### config.mk
export PLATFORM = sky130hd
export DESIGN_NAME = decoder_arb_ctrl
export DESIGN_NICKNAME = d
export VERILOG_FILES = /design/src/rtl/decoder_arb_ctrl.sv
export SDC_FILE = /design/constraint.sdc
export NUM_CORES = 1
export LEC_CHECK = 0
export ABC_AREA = 0
export CAP_MARGIN = 20
export CORE_AREA = 2 2 78 80
export DETAILED_ROUTE_END_ITERATION = 16
export DIE_AREA = 0 0 80 82
export GPL_TIMING_DRIVEN = 0
export MAX_ROUTING_LAYER = met4
export PLACE_DENSITY = 0.61
export SKIP_CTS_REPAIR_TIMING = 1
export SYNTH_ARGS = -nofsm -noshare
export SYNTH_HDL_FRONTEND = slang
export SYNTH_SLANG_ARGS = --single-unit
### constraint.sdc
create_clock -name wb_clk_i -period 7 [get_ports wb_clk_i]
set_input_delay 1.05 -clock wb_clk_i [delete_from_list [all_inputs] [get_ports wb_clk_i]]
set_output_delay 1.05 -clock wb_clk_i [all_outputs]
set_load 0.05 [all_outputs]
### src/rtl/decoder_arb_ctrl.sv
// decoder_arb_ctrl: round-robin arbiter and sequencer that shares one
// decoder_proj core among NREQ requesters and returns tagged results.
// Optional WAIT-state timeout is compiled in with `define DEC_ARB_TIMEOUT_EN.
module decoder_arb_ctrl #(
    parameter int NREQ    = 4,
    parameter int ID_W    = 2,
    parameter int OUT_W   = 8,
    parameter int TIMEOUT = 15
) (
    input  logic              wb_clk_i,
    input  logic              wb_rst_i,
    input  logic [NREQ-1:0]   req_valid,
    input  logic [NREQ*7-1:0] req_code,
    output logic [NREQ-1:0]   req_ready,
    output logic              dec_start,
    output logic [6:0]        dec_code,
    input  logic              dec_done,
    input  logic [OUT_W-1:0]  dec_data,
    output logic              rsp_valid,
    output logic [ID_W-1:0]   rsp_id,
    output logic [OUT_W-1:0]  rsp_data,
    output logic              rsp_err,
    input  logic              rsp_ready,
    output logic              busy
);

    localparam int unsigned NREQ_U = NREQ;

    if (NREQ < 2 || NREQ > 8 || ID_W != $clog2(NREQ) || TIMEOUT < 1) begin : g_bad_cfg
        $error("decoder_arb_ctrl: illegal parameter combination");
    end

    typedef enum logic [1:0] {IDLE, ISSUE, WAIT, RESP} state_t;

    state_t          state;
    logic [ID_W-1:0] ptr;
    logic            found;
    logic [ID_W-1:0] win;
    logic [6:0]      sel_code;
    int unsigned     win_idx;
    int unsigned     idx;

`ifdef DEC_ARB_TIMEOUT_EN
    localparam int CNT_W = $clog2(TIMEOUT + 1);
    logic [CNT_W-1:0] cnt;
    logic [CNT_W-1:0] cnt_next;
    assign cnt_next = cnt + 1'b1;
`endif

    // Rotating-priority search: first valid requester above the last one served
    always_comb begin
        found   = 1'b0;
        win_idx = 0;
        idx     = 0;
        for (int unsigned i = 1; i <= NREQ_U; i++) begin
            idx = (32'(ptr) + i) % NREQ_U;
            if (!found && req_valid[idx]) begin
                found   = 1'b1;
                win_idx = idx;
            end
        end
        win      = win_idx[ID_W-1:0];
        sel_code = req_code[7*win_idx +: 7];
    end

    // One-hot accept strobe, only while idle and out of reset
    always_comb begin
        req_ready = '0;
        if (state == IDLE && found && !wb_rst_i) begin
            req_ready[win] = 1'b1;
        end
    end

    // Transaction sequencer with registered outputs
    always_ff @(posedge wb_clk_i) begin
        if (wb_rst_i) begin
            state     <= IDLE;
            ptr       <= ID_W'(NREQ - 1);
            dec_start <= 1'b0;
            dec_code  <= '0;
            rsp_valid <= 1'b0;
            rsp_id    <= '0;
            rsp_data  <= '0;
            rsp_err   <= 1'b0;
            busy      <= 1'b0;
`ifdef DEC_ARB_TIMEOUT_EN
            cnt       <= '0;
`endif
        end else begin
            dec_start <= 1'b0;
            case (state)
                IDLE: begin
                    if (found) begin
                        dec_code  <= sel_code;
                        rsp_id    <= win;
                        dec_start <= 1'b1;
                        busy      <= 1'b1;
                        state     <= ISSUE;
                    end
                end
                ISSUE: begin
`ifdef DEC_ARB_TIMEOUT_EN
                    cnt   <= '0;
`endif
                    state <= WAIT;
                end
                WAIT: begin
                    if (dec_done) begin
                        rsp_data  <= dec_data;
                        rsp_err   <= 1'b0;
                        rsp_valid <= 1'b1;
                        state     <= RESP;
                    end
`ifdef DEC_ARB_TIMEOUT_EN
                    // cnt_next is the count this cycle reaches; hitting TIMEOUT aborts
                    else if (cnt_next == CNT_W'(TIMEOUT)) begin
                        rsp_data  <= '0;
                        rsp_err   <= 1'b1;
                        rsp_valid <= 1'b1;
                        state     <= RESP;
                    end else begin
                        cnt <= cnt_next;
                    end
`endif
                end
                RESP: begin
                    if (rsp_ready) begin
                        rsp_valid <= 1'b0;
                        ptr       <= rsp_id;
                        busy      <= 1'b0;
                        state     <= IDLE;
                    end
                end
                default: state <= IDLE;
            endcase
        end
    end

endmodule

# [Word level (Yosys, flattened, before mapping)]
# Index checks and enable logic that the tools add are counted.
[totals] register_bits=24 output_inout_bits=25 in_bits=44
[op_classes] n_mul=1 n_shift=1 n_reduce_logical=20 bitwise_logic=1 n_addsub=4 magnitude_cmp=6 muxes=29 eq_ne=6
[op_table] operator="2-to-1 mux 32 bit" count=2
[op_table] operator="variable part select 28 x 33 -> 7 bit" count=1
[op_table] operator="multiplier 3 x 32 -> 32 bit, first input constant" count=1
[op_table] operator="< comparator 2 x 3 -> 1 bit, second input constant" count=5
[op_table] operator="2-to-1 mux 1 bit" count=13
[op_table] operator="2-to-1 mux 2 bit" count=5
[op_table] operator="AND reduction 3 bit" count=3
[op_table] operator="binary-select mux 1 bit (select 2 bit)" count=4
[op_table] operator="case mux 2 bit (4 select lines)" count=1
[op_table] operator="logical AND 1 bit" count=6
[op_table] operator="!= test 2 bit, second input constant" count=3
[op_table] operator="AND reduction 2 bit" count=3
[op_table] operator="adder 2 x 1 -> 2 bit, second input constant" count=2
[op_table] operator="adder 2 bit, second input constant" count=2
[op_table] operator="equality test 2 bit, second input constant" count=2
[op_table] operator="logical NOT 1 bit" count=4
[op_table] operator="2-to-1 mux 4 bit" count=1
[op_table] operator="case mux 1 bit (2 select lines)" count=2
[op_table] operator="nonzero test 2 bit" count=2
[op_table] operator="demux 1 bit (select 2 bit)" count=1
[op_table] operator="equality test 2 x 1 -> 1 bit, second input constant" count=1
[op_table] operator="greater-or-equal comparator 2 x 1 -> 1 bit, second input constant" count=1
[op_table] operator="logical NOT 2 bit" count=1
[op_table] operator="OR reduction 2 bit" count=1
[op_table] operator="inverter 1 bit" count=1

# [Longest topological paths before layout]
# Gate-level depths: netlist of run 1.
[depth] ltp_word=18 mapped_depth=13

# [Least setup slack after synthesis of run 1]
# OpenSTA, ideal clock, no wires.
[synth_timing] path_kind="input port to flip-flop" startpoint="input port req_valid[3]" endpoint="register dec_code[3]" path_buffers=4 t_arrival_ps=3589 setup_time_ps=127 slack_ps=3285 stages=12 t_required_ps=6873 cell_sequence="buf_2 > a21boi_1 > o21ba_4 > nor2_8 > inv_4 > buf_4 > ha_1 > buf_2 > clkbuf_1 > mux4_2 > a221oi_1 > nor3_1"
[synth_between] elab_chain_len=14
[synth_rtl] item="from (decl)" line_no="12" text="input logic [NREQ-1:0] req_valid,"
[synth_rtl] item="binary-select mux 1 bit (select 2 bit)" line_no="57" text="if (!found && req_valid[idx]) begin"
[synth_rtl] item="2-to-1 mux 1 bit (not written as such)" line_no="57"
[synth_rtl] item="2-to-1 mux 1 bit" line_no="57"
[synth_rtl] item="logical NOT 1 bit" line_no="57"
[synth_rtl] item="logical AND 1 bit" line_no="57"
[synth_rtl] item="2-to-1 mux 1 bit" line_no="57"
[synth_rtl] item="logical NOT 1 bit" line_no="57"
[synth_rtl] item="logical AND 1 bit" line_no="57"
[synth_rtl] item="2-to-1 mux 1 bit" line_no="57"
[synth_rtl] item="logical NOT 1 bit" line_no="57"
[synth_rtl] item="logical AND 1 bit" line_no="57"
[synth_rtl] item="2-to-1 mux 32 bit" line_no="57"
[synth_rtl] item="multiplier 3 x 32 -> 32 bit" line_no="63" text="sel_code = req_code[7*win_idx +: 7];"
[synth_rtl] item="variable part select 28 x 33 -> 7 bit" line_no="63"
[synth_rtl] item="to (signal assigned)" line_no="94" text="dec_code <= sel_code;"
[synth_rtl] item="to (decl)" line_no="16" text="output logic [6:0] dec_code,"
# Parallel ways exist; a longest one is shown, timed or not. The select of a mux whose other input is x is not followed.
# A chain may end at the register's enable or synchronous reset.

# [Worst setup path after layout of run 1]
[layout_timing] startpoint="input port req_valid[2]" endpoint="output port req_ready[3]"
[layout_between] elab_chain_len=17
[layout_rtl] item="binary-select mux 1 bit (select 2 bit)" line_no="57"
[layout_rtl] item="2-to-1 mux 1 bit (not written as such)" line_no="57"
[layout_rtl] item="2-to-1 mux 1 bit" line_no="57"
[layout_rtl] item="logical NOT 1 bit" line_no="57"
[layout_rtl] item="logical AND 1 bit" line_no="57"
[layout_rtl] item="2-to-1 mux 1 bit" line_no="57"
[layout_rtl] item="logical NOT 1 bit" line_no="57"
[layout_rtl] item="logical AND 1 bit" line_no="57"
[layout_rtl] item="2-to-1 mux 1 bit" line_no="57"
[layout_rtl] item="logical NOT 1 bit" line_no="57"
[layout_rtl] item="logical AND 1 bit" line_no="57"
[layout_rtl] item="2-to-1 mux 32 bit" line_no="57"
[layout_rtl] item="< comparator 2 x 3 -> 1 bit (not written as such) / greater-or-equal comparator 2 x 1 -> 1 bit (equally long branches)" line_no="70" text="req_ready[win] = 1'b1;"
[layout_rtl] item="logical AND 1 bit (not written as such)" line_no="70"
[layout_rtl] item="2-to-1 mux 1 bit (not written as such)" line_no="70"
[layout_rtl] item="demux 1 bit (select 2 bit)" line_no="70"
[layout_rtl] item="2-to-1 mux 4 bit (*)" line_no="69" text="if (state == IDLE && found && !wb_rst_i) begin"
[layout_rtl] item="to (decl)" line_no="14" text="output logic [NREQ-1:0] req_ready,"
# Every way passes the cells marked *; elsewhere a longest branch is shown, timed or not. The select of a mux whose other input is x is not followed.

==> results of run 1 <==
[power breakdown]
| part | switching (mW) | total, mW | internal, mW |
|---|---|---|---|
| Clock | 0.0435 | 0.0820 | 0.0385 |
| Combinational | 0.297 | 0.484 | 0.186 |
| Sequential | 0.0225 | 0.194 | 0.172 |
[worst register-to-register path: cells and delay by family (launching register included)]
kind | cells | cell delay, ns
multiplexers | 2 | 0.68
AND/OR/NAND/NOR | 2 | 0.30
flip-flops | 1 | 0.40
AO/OA/AOI/OAI | 2 | 0.52
buffers and inverters | 4 | 1.06
adder cells (fa/ha/maj) | 1 | 0.41
[worst max path at each step]
stage,from,end,slack [ns]
after floorplan,req_valid[3],dec_code[3],3.28
after global placement,req_valid[2],req_ready[1],2.01
after detailed placement,req_valid[2],req_ready[1],1.98
after CTS,req_valid[2],req_ready[1],1.97
after global routing,req_valid[2],req_ready[1],1.84
final,req_valid[2],req_ready[3],2.02
[per-layer routing]
metal  up-vias  GRT usage (%)
met4         0           5.76
met3        10           2.75
li1       1029              -
met1       981           24.9
met2       101           32.1
met5         -              -
[registers in the layout (all words and copies together) (netlist names)]
name	count
rsp_valid	1
dec_code	7
busy	1
dec_start	1
rsp_data	8
ptr	2
state	2
rsp_id	2
[per-stage QoR]
step	cells	cell area (um2)
finish	383	2750
CTS	383	2750
global placement	380	2710
detailed placement	380	2710
floorplan	239	1960
global route	383	2750
[final cells by class]
class,count,area share [%]
Buffer,16,2.64
Inverter,10,1.46
Timing Repair Buffer,66,24.0
Sequential cell,24,17.5
Clock buffer,3,1.50
Tap cell,75,3.41
Multi-Input combinational cell,189,49.5
[layout by cell type (no fill, tap or decap), drive strengths merged, types with 2 or more instances in the layout]
master          n
a211o           2
mux4            6
ha              7
dfxtp          24
nand3b          5
a221oi          5
o211ai          2
buf             7
a22oi           3
nand3          10
nand2b          5
mux2i          11
mux2            7
nand2          29
a311o           2
o31ai           3
clkdlybuf4s50  66
clkbuf         12
o21bai          7
a211oi          4
nor3            3
nor2           15
o21ai          13
and3            2
a21oi          24
a2111oi         4
nor2b           2
and2            2
inv            10
[cells by family (layout without fill, tap and decap cells)]
family / Yosys count / after routing / synth area share, %
buffers and inverters: 26 / 95 / 5.76
other: 1 / 1 / 0.192
muxes: 24 / 24 / 16.6
adders and majority gates: 7 / 7 / 4.48
and+or+nand+nor: 78 / 78 / 20.2
DFF: 24 / 24 / 24.6
AOI/OAI and AO/OA: 79 / 79 / 28.3
==> metrics.md, run 1 <==
| Metric | Value |
|---|---|
| Initial core utilization | 34.0% |
| Chip height | 82 um |
| Global-route wire length before repair | 9.70 mm |
| Syn_nets | 290 |
| Hold_sp | rsp_data[3] |
| Ys flop type | dfxtp_1 |
| Pwr Density | 276 nW/um2 |
| Clk Latency, worst-skew pair | 0.27 ns |
| Startpoint Class | primary input |
| WL/cell | 16.0 um |
| Syn Std Cell Area | 1960 um2 |
| Netlist cell types | 51 |
| CTS Buf Count | 3 |
| Clock Tree Root | clkbuf_8 |
| Synth area leaders | dfxtp_1 25%, mux4_2 6.9%, a21oi_1 6.1% |
| WL final | 6.13 mm |
| Setup Skew | 0.0124 ns |
| Critical R2R Launch | ptr[1] |
| Leakage | 1.04 nW |
| Post-synth top cells | 29 x nand2_1, 24 x a21oi_1, 24 x dfxtp_1 |
| Slew Limit Headroom | 45.1% |
| Critical R2R Capture | dec_code[3] |
| CTS tree | built |
| Synth-to-Final Area Change | 40.7% |
| Critical path class | in2out |
| Initial antenna violation count | 0 |
| Metal1 wirelength | 2.68 mm |
| Multi-input gate area | 1360 um2 |
| Core outline area | 5750 um2 |
| Post-synthesis sequential area ratio | 24.6% |
| Most common cell in the netlist | nand2_1 |
| Most used cell, CP | clkdlybuf4s50_1 |
| Period minus WS final | 4.98 ns |
| Async SR Flop Fraction | 0% |
| Warnings from Yosys | 0 |
| Placer congestion estimate | 0.962 |
| WP data required | 5.95 ns |
| # IOs | 69 |
| CP top delay family | buffers and inverters |
| Routed wl met2 | 2.89 mm |
| R2R setup slack | 3.53 ns |
| Hold Crit Class | reg2reg |
| Final hold vios | 0 |
| Maximum root-to-sink buffer count | 2 |
| Worst Max-Slew Pin Slew | 0.816 ns |
| Post-synth top area cell | dfxtp_1 |
| Die Wd | 80 um |
| Diodes inserted | 0 |
| Vias per cell | 5.54 |
| CTS H-tree depth | 1 |
| RSZ-0062 raised after global routing | no |
| Crit-path cells | clkdlybuf4s50_1 > nor4_1 > nor2b_1 > clkbuf_1 > nand2b_1 > inv_1 > and2_1 > clkdlybuf4s50_1 |
| FMAX | 201 MHz |
| Share of cells above drive strength 1 | 9.74% |
| EDFF count, synth | 0 |
| FILL cells | 578 |
| Met3 Routed Length | 448 um |
| WHS | 0.458 ns |
| Total GRT Usage | 19.5% |
| Critical path endpoint category | output pin |
| Seq cells post-synth | 24 |
| Setup_tns | 0 ns |
| Fin nets | 361 |
| Max-Cap Viols | 0 |
| Worst-path maximum fanout | 9 |
| Fin crit share | 71.1% |
| Storage cell area | 480 um2 |
| Worst setup margin | 2.02 ns |
| Max IR drop VDD | 0.130 mV |
| Die area | 6560 um2 |
| Clock Sinks | 24 |
| Slowest stage cell, crit path | nor4_1 |
| Clock transition at path regs | 0.08 ns |
| Dpl ws | 1.98 ns |
| DRC violations left | 0 |
| Detailed placement HPWL | 4.88 mm |
| Antenna Violating Nets Remaining | 0 |
| Syn Area/Cell | 8.18 um2 |
| DRT iter0 DRCs | 145 |
| Mapped Cells | 239 |
| Final setup fails | 0 |
| Final global-route overflow total | 0 |
| Post-synth top area share | 24.6% |
| CP bufs+invs | 4 |
| Drt pass-1 iters | 4 |
| Routed vias | 2121 |
| Total power | 0.760 mW |
| Max-slew violations | 0 |
| Sink of the worst hold path | rsp_data[3] |
| Largest stage delay on the critical path | 0.76 ns |
| Top routing layer used | met4 |
| PortBufs | 66 |
| Pin count of the biggest net entering global routing | 13 |
| Number of global-route vias before repair | 2000 |
| Critical path depth in cells | 8 |
| Worst hold stages | 2 |
| Worst R2R Path Depth | 11 |
| Finished Core Util | 47.9% |
| Status | completed |
| WP data arrival | 3.93 ns |
| Site Rows | 28 |
Power figures use the tool's default switching activity.
==> run 2: changes to the inputs <==
--- a/config.mk
+++ b/config.mk
@@ -12,7 +12,7 @@
 export DIE_AREA = 0 0 80 82
 export GPL_TIMING_DRIVEN = 0
 export MAX_ROUTING_LAYER = met4
-export PLACE_DENSITY = 0.61
+export PLACE_DENSITY = 0.63
 export SKIP_CTS_REPAIR_TIMING = 1
 export SYNTH_ARGS = -nofsm -noshare
 export SYNTH_HDL_FRONTEND = slang
==> constraint.sdc (replaced) <==
create_clock -name wb_clk_i -period 4.2 [get_ports wb_clk_i]
set_input_delay 0.63 -clock wb_clk_i [delete_from_list [all_inputs] [get_ports wb_clk_i]]
set_output_delay 0.63 -clock wb_clk_i [all_outputs]
set_load 0.05 [all_outputs]
==> run 2 against run 1 <==
Net effect:
- cell area up 0.27%
- sequential power rose by 65%
- register-to-register slack lost 2.7 ns
- critical path type is now in2reg
==> metrics.md, run 2 (synthesis results as in run 1) <==
| Metric | Value |
|---|---|
| DRT iter0 DRCs | 89 |
| Fin nets | 361 |
| FILL cells | 583 |
| Largest registers | rsp_data (8), dec_code (7) |
| Global-route wire length before repair | 9.36 mm |
| DRC violations left | 0 |
| WP data arrival | 4.06 ns |
| Pin count of the biggest net entering global routing | 13 |
| Leakage | 1.04 nW |
| Most common cell after layout, fill and taps aside | clkdlybuf4s50_1 |
| Die Wd | 80 um |
| Routed vias | 2105 |
| Max-Cap Viols | 0 |
| CTS tree | built |
| Vias per cell | 5.50 |
| CTS Buf Count | 3 |
| Clock Tree Root | clkbuf_8 |
| Slew Limit Headroom | 60.8% |
| Final setup fails | 0 |
| Worst setup margin | 0.271 ns |
| Initial antenna violation count | 0 |
| Startpoint Class | primary input |
| # IOs | 69 |
| Chip height | 82 um |
| Antenna Violating Nets Remaining | 0 |
| Max IR drop VDD | 0.185 mV |
| Clock Sinks | 24 |
| Initial core utilization | 34.0% |
| Total GRT Usage | 18.8% |
| Commonest cells after routing, fill and taps aside | 66 x clkdlybuf4s50_1, 29 x nand2_1, 24 x a21oi_1, 24 x dfxtp_1, 14 x nor2_1 |
| WHS | 0.456 ns |
| Max reg flops | 8 |
| Diodes inserted | 0 |
| WP data required | 4.34 ns |
| Max-slew violations | 0 |
| Register with the most flip-flops | rsp_data |
| Number of global-route vias before repair | 1949 |
| Status | completed |
| Worst Max-Slew Pin Slew | 0.588 ns |
| Worst-path maximum fanout | 12 |
| RSZ-0062 raised after global routing | no |
| CTS H-tree depth | 1 |
| Clk Latency, worst-skew pair | 0.26 ns |
| Hold Crit Class | reg2reg |
| Dpl ws | -0.0637 ns |
| Die area | 6560 um2 |
| Period minus WS final | 3.93 ns |
| Maximum root-to-sink buffer count | 2 |
| Critical path class | in2reg |
| Synth-to-Final Area Change | 41.1% |
| FMAX | 255 MHz |
| WL/cell | 15.6 um |
| Dpl cells | 380 |
| Critical path endpoint category | register |
| Site Rows | 28 |
| Fin crit share | 93.5% |
| Setup Skew | 0.00327 ns |
| Share of cells above drive strength 1 | 10.4% |
| Finished Core Util | 48.0% |
| Core outline area | 5750 um2 |
| Detailed placement HPWL | 4.80 mm |
| Drt pass-1 iters | 4 |
| Final global-route overflow total | 0 |
| Clock transition at path regs | 0.08 ns |
| PortBufs | 66 |
| Pwr Density | 457 nW/um2 |
| Total power | 1.26 mW |
| Final hold vios | 0 |
| Layout Cells excl Fill | 383 |
| WL final | 5.99 mm |
| Placer congestion estimate | 0.959 |
run 2: cell types whose count changed in the layout (fill, tap and decap cells not counted):
cell,before,now
clkbuf_1,8,7
clkbuf_2,1,2
nor4_1,1,0
nor4_2,0,1
run 2: cell type report:
type	instances	area, um2	share of cell area [%]
flip-flops and latches	24	480	17.4
repair buffers	66	661	23.9
clock buffers	3	41.3	1.50
inverters	10	40.0	1.45
plain buffers	16	73.8	2.68
well taps	75	93.8	3.40
multi-input cells	189	1370	49.6
run 2: worst max-delay path, stage by stage:
cell             delay, ns
clkdlybuf4s50_1       0.53
nor2b_2               0.24
o21ba_4               0.26
nor2_8                0.20
inv_4                 0.07
buf_4                 0.19
ha_1                  0.42
buf_2                 0.31
buf_1                 0.50
nand3b_1              0.18
nor4bb_1              0.40
o31ai_1               0.13
run 2: metrics by stage:
stage | instance area, um2 | TNS (ns)
floorplan | 1960 | 0
global placement | 2710 | -0.0947
detailed placement | 2710 | -0.131
CTS | 2750 | 0
global route | 2760 | 0
finish | 2760 | 0
run 2: report_power, final:
part           switching, mW  internal (mW)  total [mW]
Combinational          0.496          0.311       0.807
Clock                 0.0676         0.0640       0.132
Sequential            0.0355          0.286       0.321
run 2: path summary, 6_finish.rpt:
check | to | cells after the start | slack (ns) | from
setup / recovery | dec_code[6] | 12 | 0.27 | req_valid[1]
hold / removal | rsp_data[4] | 2 | 0.46 | rsp_data[4]
setup reg to reg | dec_code[6] | 11 | 0.85 | ptr[1]
hold reg to reg | rsp_data[4] | 2 | 0.46 | rsp_data[4]
run 2: per-layer routing:
metal	GRT usage (%)	vias up	part of all wire [%]	routed length [um]
li1	-	1033	-	-
met3	2.31	8	7.7	460
met4	6.44	0	1.8	106
met1	24.1	970	44	2660
met5	-	-	0	0
met2	30.8	94	46	2760
==> run 3: changes to the inputs <==
--- a/config.mk
+++ b/config.mk
@@ -11,7 +11,6 @@
 export DETAILED_ROUTE_END_ITERATION = 16
 export DIE_AREA = 0 0 80 82
 export GPL_TIMING_DRIVEN = 0
-export MAX_ROUTING_LAYER = met4
 export PLACE_DENSITY = 0.63
 export SKIP_CTS_REPAIR_TIMING = 1
 export SYNTH_ARGS = -nofsm -noshare
==> run 3 against run 2 <==
Net effect:
- cell area rose by 1.1%
- critical path depth did not move
- die area did not move
- worst setup slack improved by 0.0043 ns
- clock power rose by 53%
- critical path type unchanged
- largest power group unchanged
==> metrics.md, run 3 (synthesis results as in run 1) <==
| Metric | Value |
|---|---|
| Synth-to-Final Area Change | 42.6% |
| Worst-path maximum fanout | 12 |
| Initial core utilization | 34.0% |
| Layout Cells excl Fill | 384 |
| Register with the most flip-flops | rsp_data |
| # IOs | 69 |
| Worst Max-Slew Pin Slew | 0.547 ns |
| FMAX | 255 MHz |
| Most common cell after layout, fill and taps aside | clkdlybuf4s50_1 |
| CTS tree | built |
| Slowest stage cell, crit path | clkdlybuf4s50_1 |
| Die Wd | 80 um |
| Die area | 6560 um2 |
| Site Rows | 28 |
| PortBufs | 66 |
| Max-Cap Viols | 0 |
| RSZ-0062 raised after global routing | no |
| Drt pass-1 iters | 4 |
| Clock transition at path regs | 0.08 ns |
| Crit-path cells | clkdlybuf4s50_1 > nor2b_2 > o21ba_4 > nor2_8 > inv_4 > buf_4 > ha_1 > buf_2 > buf_1 > nand3b_1 > nor4bb_1 > o31ai_1 |
| Maximum root-to-sink buffer count | 2 |
| Fin crit share | 93.4% |
| Storage cell area | 480 um2 |
| Placer congestion estimate | 0.947 |
| Clock Tree Root | clkbuf_8 |
| Pwr Density | 475 nW/um2 |
| Commonest cells after routing, fill and taps aside | 66 x clkdlybuf4s50_1, 29 x nand2_1, 24 x a21oi_1, 24 x dfxtp_1, 14 x nor2_1 |
| Hold Crit Class | reg2reg |
| Startpoint Class | primary input |
| R2R setup slack | 0.84 ns |
| Total GRT Usage | 18.4% |
| Antenna Violating Nets Remaining | 0 |
| WL final | 5.93 mm |
| Critical path endpoint category | register |
| WL/cell | 15.5 um |
| Fin nets | 361 |
| Vias per cell | 5.49 |
| Period minus WS final | 3.92 ns |
| Slew Limit Headroom | 63.5% |
| Worst setup margin | 0.276 ns |
| Hold_sp | rsp_data[2] |
| Critical R2R Capture | dec_code[6] |
| Share of cells above drive strength 1 | 10.7% |
| Final global-route overflow total | 0 |
| Max reg flops | 8 |
| Setup Skew | 0.00450 ns |
| WP data required | 4.34 ns |
| Dpl ws | -0.0503 ns |
| Max IR drop VDD | 0.189 mV |
| Final setup fails | 0 |
| WP data arrival | 4.06 ns |
| Status | completed |
| Detailed placement HPWL | 4.76 mm |
| Largest registers | rsp_data (8), dec_code (7) |
| Critical R2R Launch | ptr[1] |
| CTS Buf Count | 3 |
| Largest stage delay on the critical path | 0.53 ns |
| Initial antenna violation count | 0 |
| Final hold vios | 0 |
| CTS H-tree depth | 1 |
| Multi-input gate area | 1370 um2 |
| Global-route wire length before repair | 9.52 mm |
| Chip height | 82 um |
| Routed vias | 2110 |
| FILL cells | 573 |
| Core outline area | 5750 um2 |
| Leakage | 1.05 nW |
| Critical path class | in2reg |
| Max-slew violations | 0 |
| Clock Sinks | 24 |
| DRC violations left | 0 |
| Number of global-route vias before repair | 2014 |
| Diodes inserted | 0 |
| Worst R2R Path Depth | 11 |
| Dpl cells | 380 |
| DRT iter0 DRCs | 86 |
| Sink of the worst hold path | rsp_data[2] |
| Pin count of the biggest net entering global routing | 15 |
| Worst hold stages | 2 |
| Clk Latency, worst-skew pair | 0.26 ns |
## run 3: cell types whose count changed in the layout (fill, tap and decap cells not counted)
cell | previous run | this run
bufinv_16 | 0 | 1
## run 3: layout make-up
class                           instances  area share (%)
Tap cell                               75            3.36
Timing Repair Buffer                   66            23.7
Inverter                               10            1.44
Buffer                                 16            2.65
Sequential cell                        24            17.2
Multi-Input combinational cell        189            49.1
Clock buffer                            3            1.48
Clock inverter                          1            1.08
## run 3: through the flow
step | cell area (um2) | TNS (ns) | utilization, % | power [mW] | hold WS [ns]
floorplan | 1960 | 0 | - | 0.875 | 0.495
global placement | 2710 | -0.119 | 47.2 | 1.13 | 0.442
detailed placement | 2710 | -0.0544 | 47.2 | 1.13 | 0.446
CTS | 2780 | 0 | 48.4 | 1.33 | 0.459
global route | 2790 | 0 | 48.5 | 1.41 | 0.481
finish | 2790 | 0 | 48.5 | 1.33 | 0.458
## run 3: power by group
part	leakage (nW)	switching, mW	internal, mW
Combinational	0.822	0.491	0.311
Clock	0.0357	0.0745	0.127
Sequential	0.197	0.0359	0.286
## run 3: worst max-delay path: cells and delay by family
family	cells	cell delay, ns
and+or+nand+nor	4	1.05
AOI/OAI and AO/OA	2	0.39
buffers and inverters	5	1.56
adders and majority gates	1	0.42
## run 3: metal layers
layer  part of all wire [%]  global-route usage (%)  vias up
li1                       -                       -     1027
met1                     45                    24.1      987
met2                     46                    31.1       86
met3                    7.0                    2.97       10
met4                    2.1                    6.10        0
met5                      0                       0        -
## run 3: worst max-delay path by stage
stage	startpoint	to	slack, ns	cells past startpoint
floorplan	req_valid[3]	dec_code[3]	0.90	12
global placement	req_valid[1]	dec_code[0]	-0.05	13
detailed placement	req_valid[1]	dec_code[2]	-0.05	13
CTS	req_valid[2]	req_ready[1]	0.08	8
global route	req_valid[0]	dec_code[6]	0.1	12
finish	req_valid[1]	dec_code[6]	0.28	12
